$ cat src/rtl/fetch_pkg.sv
// Shared bus and pipeline types used by the fetch stage and its neighbours.
`default_nettype none

package common;
   typedef logic [63:0] u64;
   typedef logic [31:0] u32;

   typedef struct packed {
      logic valid;
      u64   addr;
   } ibus_req_t;

   typedef struct packed {
      logic addr_ok;
      logic data_ok;
      u32   data;
   } ibus_resp_t;
endpackage

package pipes;
   import common::*;

   typedef struct packed {
      logic valid;
      u64   pc;
      u32   raw_instr;
      logic instr_misalign;
   } fetch_data_t;

   typedef enum logic [1:0] {
      S_REQ     = 2'd0,
      S_HOLD    = 2'd1,
      S_DISCARD = 2'd2,
      S_MIS     = 2'd3
   } fetch_state_e;

   localparam u32 NOP_INSTR = 32'h0000_0013;

   // A freshly loaded PC either starts a bus read or parks in the misaligned state.
   function automatic fetch_state_e entry_state(input logic [1:0] pc_lsb);
      return (pc_lsb != 2'b00) ? S_MIS : S_REQ;
   endfunction
endpackage

`default_nettype wire

$ cat src/rtl/fetch_skid.sv
// One-entry {pc, instr} buffer that catches a returned instruction while decode is stalled.
`default_nettype none

module fetch_skid
   import common::*;
(
   input  logic clk,
   input  logic rst_ni,
   input  logic load_i,
   input  logic clear_i,
   input  u64   pc_i,
   input  u32   instr_i,
   output logic full_o,
   output u64   pc_o,
   output u32   instr_o
);

   logic full_q;
   u64   pc_q;
   u32   instr_q;

   always_ff @(posedge clk or negedge rst_ni) begin
      if (!rst_ni) begin
         full_q  <= 1'b0;
         pc_q    <= '0;
         instr_q <= '0;
      end else if (clear_i) begin
         full_q  <= 1'b0;
      end else if (load_i) begin
         full_q  <= 1'b1;
         pc_q    <= pc_i;
         instr_q <= instr_i;
      end
   end

   assign full_o  = full_q;
   assign pc_o    = pc_q;
   assign instr_o = instr_q;

endmodule

`default_nettype wire

$ cat src/rtl/fetch.sv
// Instruction fetch stage: owns the PC, issues single outstanding word reads and
// registers fetch_data_t into decode, with stall skid and redirect handling.
`default_nettype none

module fetch
   import common::*;
   import pipes::*;
#(
   parameter u64 RESET_PC = 64'h8000_0000
) (
   input  logic        clk,
   input  logic        reset,
   output ibus_req_t   ireq,
   input  ibus_resp_t  iresp,
   input  logic        stall,
   input  logic        redirect,
   input  u64          redirect_pc,
   output fetch_data_t dataF
);

   fetch_state_e state_q, state_d;
   u64           pc_q, pc_d;
   u64           pend_q, pend_d;
   fetch_data_t  data_q, data_d;

   logic skid_load, skid_clear, skid_full;
   u64   skid_pc;
   u32   skid_instr;
   u64   pc_inc;
   logic unused_addr_ok;

   assign pc_inc         = pc_q + 64'd4;
   assign unused_addr_ok = iresp.addr_ok;

   fetch_skid u_skid (
      .clk     (clk),
      .rst_ni  (reset),
      .load_i  (skid_load),
      .clear_i (skid_clear),
      .pc_i    (pc_q),
      .instr_i (iresp.data),
      .full_o  (skid_full),
      .pc_o    (skid_pc),
      .instr_o (skid_instr)
   );

   always_comb begin
      state_d    = state_q;
      pc_d       = pc_q;
      pend_d     = pend_q;
      data_d     = data_q;
      skid_load  = 1'b0;
      skid_clear = 1'b0;
      // pc_q still holds the in-flight address while a read is being discarded.
      ireq = '{valid: reset && (state_q == S_REQ || state_q == S_DISCARD), addr: pc_q};

      if (redirect) begin
         data_d.valid = 1'b0;
         skid_clear   = 1'b1;
         case (state_q)
            S_REQ, S_DISCARD: begin
               if (iresp.data_ok) begin
                  pc_d    = redirect_pc;
                  state_d = entry_state(redirect_pc[1:0]);
               end else begin
                  pend_d  = redirect_pc;
                  state_d = S_DISCARD;
               end
            end
            default: begin
               pc_d    = redirect_pc;
               state_d = entry_state(redirect_pc[1:0]);
            end
         endcase
      end else begin
         case (state_q)
            S_REQ: begin
               if (iresp.data_ok) begin
                  pc_d = pc_inc;
                  if (stall) begin
                     skid_load = 1'b1;
                     state_d   = S_HOLD;
                  end else begin
                     data_d  = '{valid: 1'b1, pc: pc_q, raw_instr: iresp.data, instr_misalign: 1'b0};
                     state_d = entry_state(pc_inc[1:0]);
                  end
               end else if (!stall) begin
                  data_d.valid = 1'b0;
               end
            end
            S_HOLD: begin
               if (!stall) begin
                  data_d     = '{valid: skid_full, pc: skid_pc, raw_instr: skid_instr, instr_misalign: 1'b0};
                  skid_clear = 1'b1;
                  state_d    = entry_state(pc_q[1:0]);
               end
            end
            S_DISCARD: begin
               if (iresp.data_ok) begin
                  pc_d    = pend_q;
                  state_d = entry_state(pend_q[1:0]);
               end
            end
            S_MIS: begin
               if (!stall) begin
                  data_d = '{valid: 1'b1, pc: pc_q, raw_instr: NOP_INSTR, instr_misalign: 1'b1};
               end
            end
            default: state_d = S_REQ;
         endcase
      end
   end

   always_ff @(posedge clk or negedge reset) begin
      if (!reset) begin
         state_q <= S_REQ;
         pc_q    <= RESET_PC;
         pend_q  <= '0;
         data_q  <= '0;
      end else begin
         state_q <= state_d;
         pc_q    <= pc_d;
         pend_q  <= pend_d;
         data_q  <= data_d;
      end
   end

   assign dataF = data_q;

endmodule

`default_nettype wire

$ cat config.mk
export PLATFORM = sky130hd
export DESIGN_NAME = fetch
export DESIGN_NICKNAME = d
export VERILOG_FILES = /design/src/rtl/fetch_pkg.sv /design/src/rtl/fetch_skid.sv /design/src/rtl/fetch.sv
export SDC_FILE = /design/constraint.sdc
export NUM_CORES = 1
export LEC_CHECK = 0
export ABC_AREA = 0
export CAP_MARGIN = 5
export CORE_MARGIN = 4
export CORE_UTILIZATION = 35
export DETAILED_ROUTE_END_ITERATION = 8
export DONT_BUFFER_PORTS = 1
export PLACE_DENSITY_LB_ADDON = 0.12
export SETUP_SLACK_MARGIN = 0.2
export SYNTH_ARGS = -nofsm -noshare
export SYNTH_HDL_FRONTEND = slang
export SYNTH_SLANG_ARGS = --single-unit
$ cat constraint.sdc
create_clock -name clk -period 6.6 [get_ports clk]
set_input_delay 0.99 -clock clk [delete_from_list [all_inputs] [get_ports clk]]
set_output_delay 0.99 -clock clk [all_outputs]
set_load 0.03 [all_outputs]
==> results.py <==
metrics = {
    "status": {
        "status": "finished, final reports clean",
    },
    "critical_path": {
        "setup.worst_path.end_class": "flip-flop",
        "criticalPathCategory": "reg2reg",
        "cp-startpoint": "state_q[0]$_DFFE_PN0P_",
        "r2r_setup_slack_ns": 2.81,
        "reg2reg_to": "pc_q[22]$_DFFE_PN0P_",
        "endpoint": "pc_q[22]$_DFFE_PN0P_",
        "r2r_start": "state_q[0]$_DFFE_PN0P_",
        "cp_slowest_cell": "nor2_1",
        "critPathTopFamily": "simple AND/OR/NAND/NOR gates",
        "cp.arrival_ns": 4.27,
        "rr_worst_depth": 10,
        "worst_setup_path_start_kind": "flip-flop",
        "path_cells": "inv_1 -> ha_2 -> buf_4 -> nor2_1 -> mux2i_4 -> buf_4 -> nand2_1 -> nor2_1 -> a221oi_1 -> o21ai_0",
        "cpPeakStageDelay_ns": 0.79,
        "cp.depth": 10,
        "cp_max_fo": 51,
        "cp_data_required_time_ns": 7.08,
        "crit_buf_inv": 3,
    },
    "floorplanning": {
        "fp.dieH_um": 218,
        "rows": 76,
        "coreArea_um2": 43300,
        "die_w_um": 218,
        "start_util": 0.356,
        "die_area_um2": 47500,
        "io_pins": 265,
    },
    "global_routing": {
        "busiest_layer": "met2",
        "overflow": 0,
        "grtUsageMet1": 0.278,
        "antenna_found_initial": 0,
        "use_met2": 0.300,
        "grt_max_degree": 327,
        "grt_pass1_wl_um": 74900,
        "grtUsageMet3": 0.0846,
        "grt_util_all_layers": 0.204,
        "grt_pass1_vias": 11300,
    },
    "clock_network": {
        "cts_resized": 0,
        "post-cts-setup-buffers": 0,
        "clk_latency_ns": 0.56,
        "holdBufCountCts": 0,
        "clk_pin_slew_ns": 0.06,
        "root_buffer": "clkbuf_16",
        "cts_tree": "yes",
        "cts.htree.levels": 2,
        "numCtsBuffers": 40,
        "cts_buffer_depth": 3,
        "cts_sinks": 325,
    },
    "finish": {
        "antennaDiodeCount": 0,
        "layout.cells.non_filler": 2021,
        "drive_gt1_frac": 0.173,
        "synthToLayoutAreaGrowth_pct": 11.0,
        "finalNetCount": 1518,
    },
    "power": {
        "power_density_nw_per_um2": 565,
        "power_uw": 9670,
        "ir_worst_vdd_v": 0.000241,
        "p_leak_uw": 0.00720,
    },
    "synth": {
        "synthesis.nets": 1583,
        "synth_top_cells_by_count": "dfrtp_1, o21ai_0, mux2_2",
        "ys_ff_latch": 325,
        "async_flop_share": 1.00,
        "synth_edf_count": 0,
        "yosysMostFrequentCell": "dfrtp_1",
        "syn-cell-area_um2": 15400,
        "synth.distinct_cells": 60,
        "seq_area_frac_synth": 0.528,
        "synth-main-ff-cell": "dfrtp_1",
        "synth_top_cell_by_area": "dfrtp_1",
        "synth_area_leaders": "dfrtp_1, mux2_2, o21ai_0",
        "synthCells": 1476,
        "synth_area_per_cell_um2": 10.4,
        "yosys_warnings": 0,
        "yosysTopAreaCellShare": 0.526,
    },
    "sta": {
        "period_needed_ns": 3.79,
        "fin_worst_skew_ns": 0.0240,
        "fin_ws_ns": 2.81,
        "setup_tns_ns": 0,
        "slew_violations": 0,
        "setup_viol": 0,
        "finalCritPeriodShare": 0.574,
        "fmax_ghz": 0.264,
        "relSlewSlack": 0.251,
        "worstMarginPinSlew_ns": 1.12,
        "rsz0062_at_grt": "false",
        "hold_viol": 0,
    },
    "routing": {
        "routed_wl_um": 49400,
        "wl_per_cell_um": 24.4,
        "drt-initial-drc-count": 863,
        "dr_total_vias": 11600,
        "firstDrtPassIters": 5,
        "viasPerCell": 5.72,
        "drc_errors": 0,
        "ant_nets": 0,
    },
    "hold_path": {
        "min_path_type": "in2async",
    },
    "placement": {
        "post-place-cells": 1954,
        "place_hpwl_um": 31500,
        "place_congestion": 0.773,
        "portBuffers": 0,
        "pre_cts_slack_ns": 2.76,
    },
    "flow_run": {
        "cap_violations": 0,
    },
}
layer usage:
metal | up-vias | routed length (µm) | part of all wire
met1 | 5841 | 21800 | 0.44
met5 | - | 0 | 0
li1 | 5316 | - | -
met2 | 345 | 21600 | 0.44
met4 | 0 | 1080 | 0.022
met3 | 67 | 4930 | 0.10
cell usage in the layout (no fill, tap or decap), types with 20 or more instances in the layout:
| master | n |
|---|---|
| nand4_1 | 24 |
| xnor2_1 | 20 |
| o21ai_0 | 185 |
| a21oi_1 | 35 |
| nand2_1 | 143 |
| nor2_1 | 73 |
| a22oi_1 | 104 |
| clkbuf_16 | 41 |
| nor3_1 | 30 |
| and3_1 | 27 |
| dfrtp_1 | 324 |
| mux2_2 | 149 |
| a221oi_1 | 24 |
| nand3_1 | 36 |
registers in the layout, summed over array words and instances, names as in the netlist:
signal          flops
dataF              98
pc_q               64
pend_q             64
u_skid.pc_o        64
u_skid.instr_o     32
state_q             2
u_skid.full_o       1
report_power, final:
group	internal, µW	leakage [µW]	switching [µW]
Combinational	1140	0.00251	1470
Clock	1370	0.000645	881
Sequential	2890	0.00404	1920
metrics by stage:
| step | cell area, µm² | utilization | hold slack [ns] |
|---|---|---|---|
| after floorplan | 15400 | - | 0.450 |
| after global placement | 15800 | 0.365 | 0.462 |
| after detailed placement | 15800 | 0.365 | 0.471 |
| after CTS | 17100 | 0.396 | 0.0977 |
| after global routing | 17100 | 0.396 | 0.103 |
| final | 17100 | 0.396 | 0.135 |
cell type report:
class	instances	area, µm²
Clock buffer	55	1150
Clock inverter	12	169
Fill cell	4267	26100
Inverter	19	71.3
Multi-Input combinational cell	1008	6740
Sequential cell	325	8130
Tap cell	585	732
Timing Repair Buffer	17	128
kinds of logic (layout without fill, tap and decap cells):
logic type	after synthesis	in the layout	share of synthesized area
AOI/OAI and AO/OA	428	428	0.177
DFF	325	325	0.528
adders and majority gates	5	5	0.00406
xor gates and xnor gates	30	30	0.0170
buffers and inverters	143	103	0.0394
and+or+nand+nor	388	388	0.121
muxes	157	157	0.114
how the worst min path moves through the flow:
stage	slack [ns]	endpoint	from
detailed placement	0.47	u_skid.pc_o[59]$_DFFE_PN0P_	u_skid.pc_o[59]$_DFFE_PN0P_
finish	0.14	dataF[7]$_DFFE_PN0P_	reset
global route	0.10	dataF[7]$_DFFE_PN0P_	reset
floorplan	0.45	pend_q[61]$_DFFE_PN0P_	pend_q[61]$_DFFE_PN0P_
global placement	0.46	u_skid.pc_o[34]$_DFFE_PN0P_	u_skid.pc_o[34]$_DFFE_PN0P_
CTS	0.1	dataF[7]$_DFFE_PN0P_	reset
worst reg2reg max path, delay by kind of cell (launching register included):
kind            cells  cell delay, ns
simple gates        3            1.71
mux                 1            0.34
buf+inv             3            0.76
compound gates      2            0.30
flops               1            0.43
fa+ha+maj           1            0.19
Power figures use the tool's default switching activity.
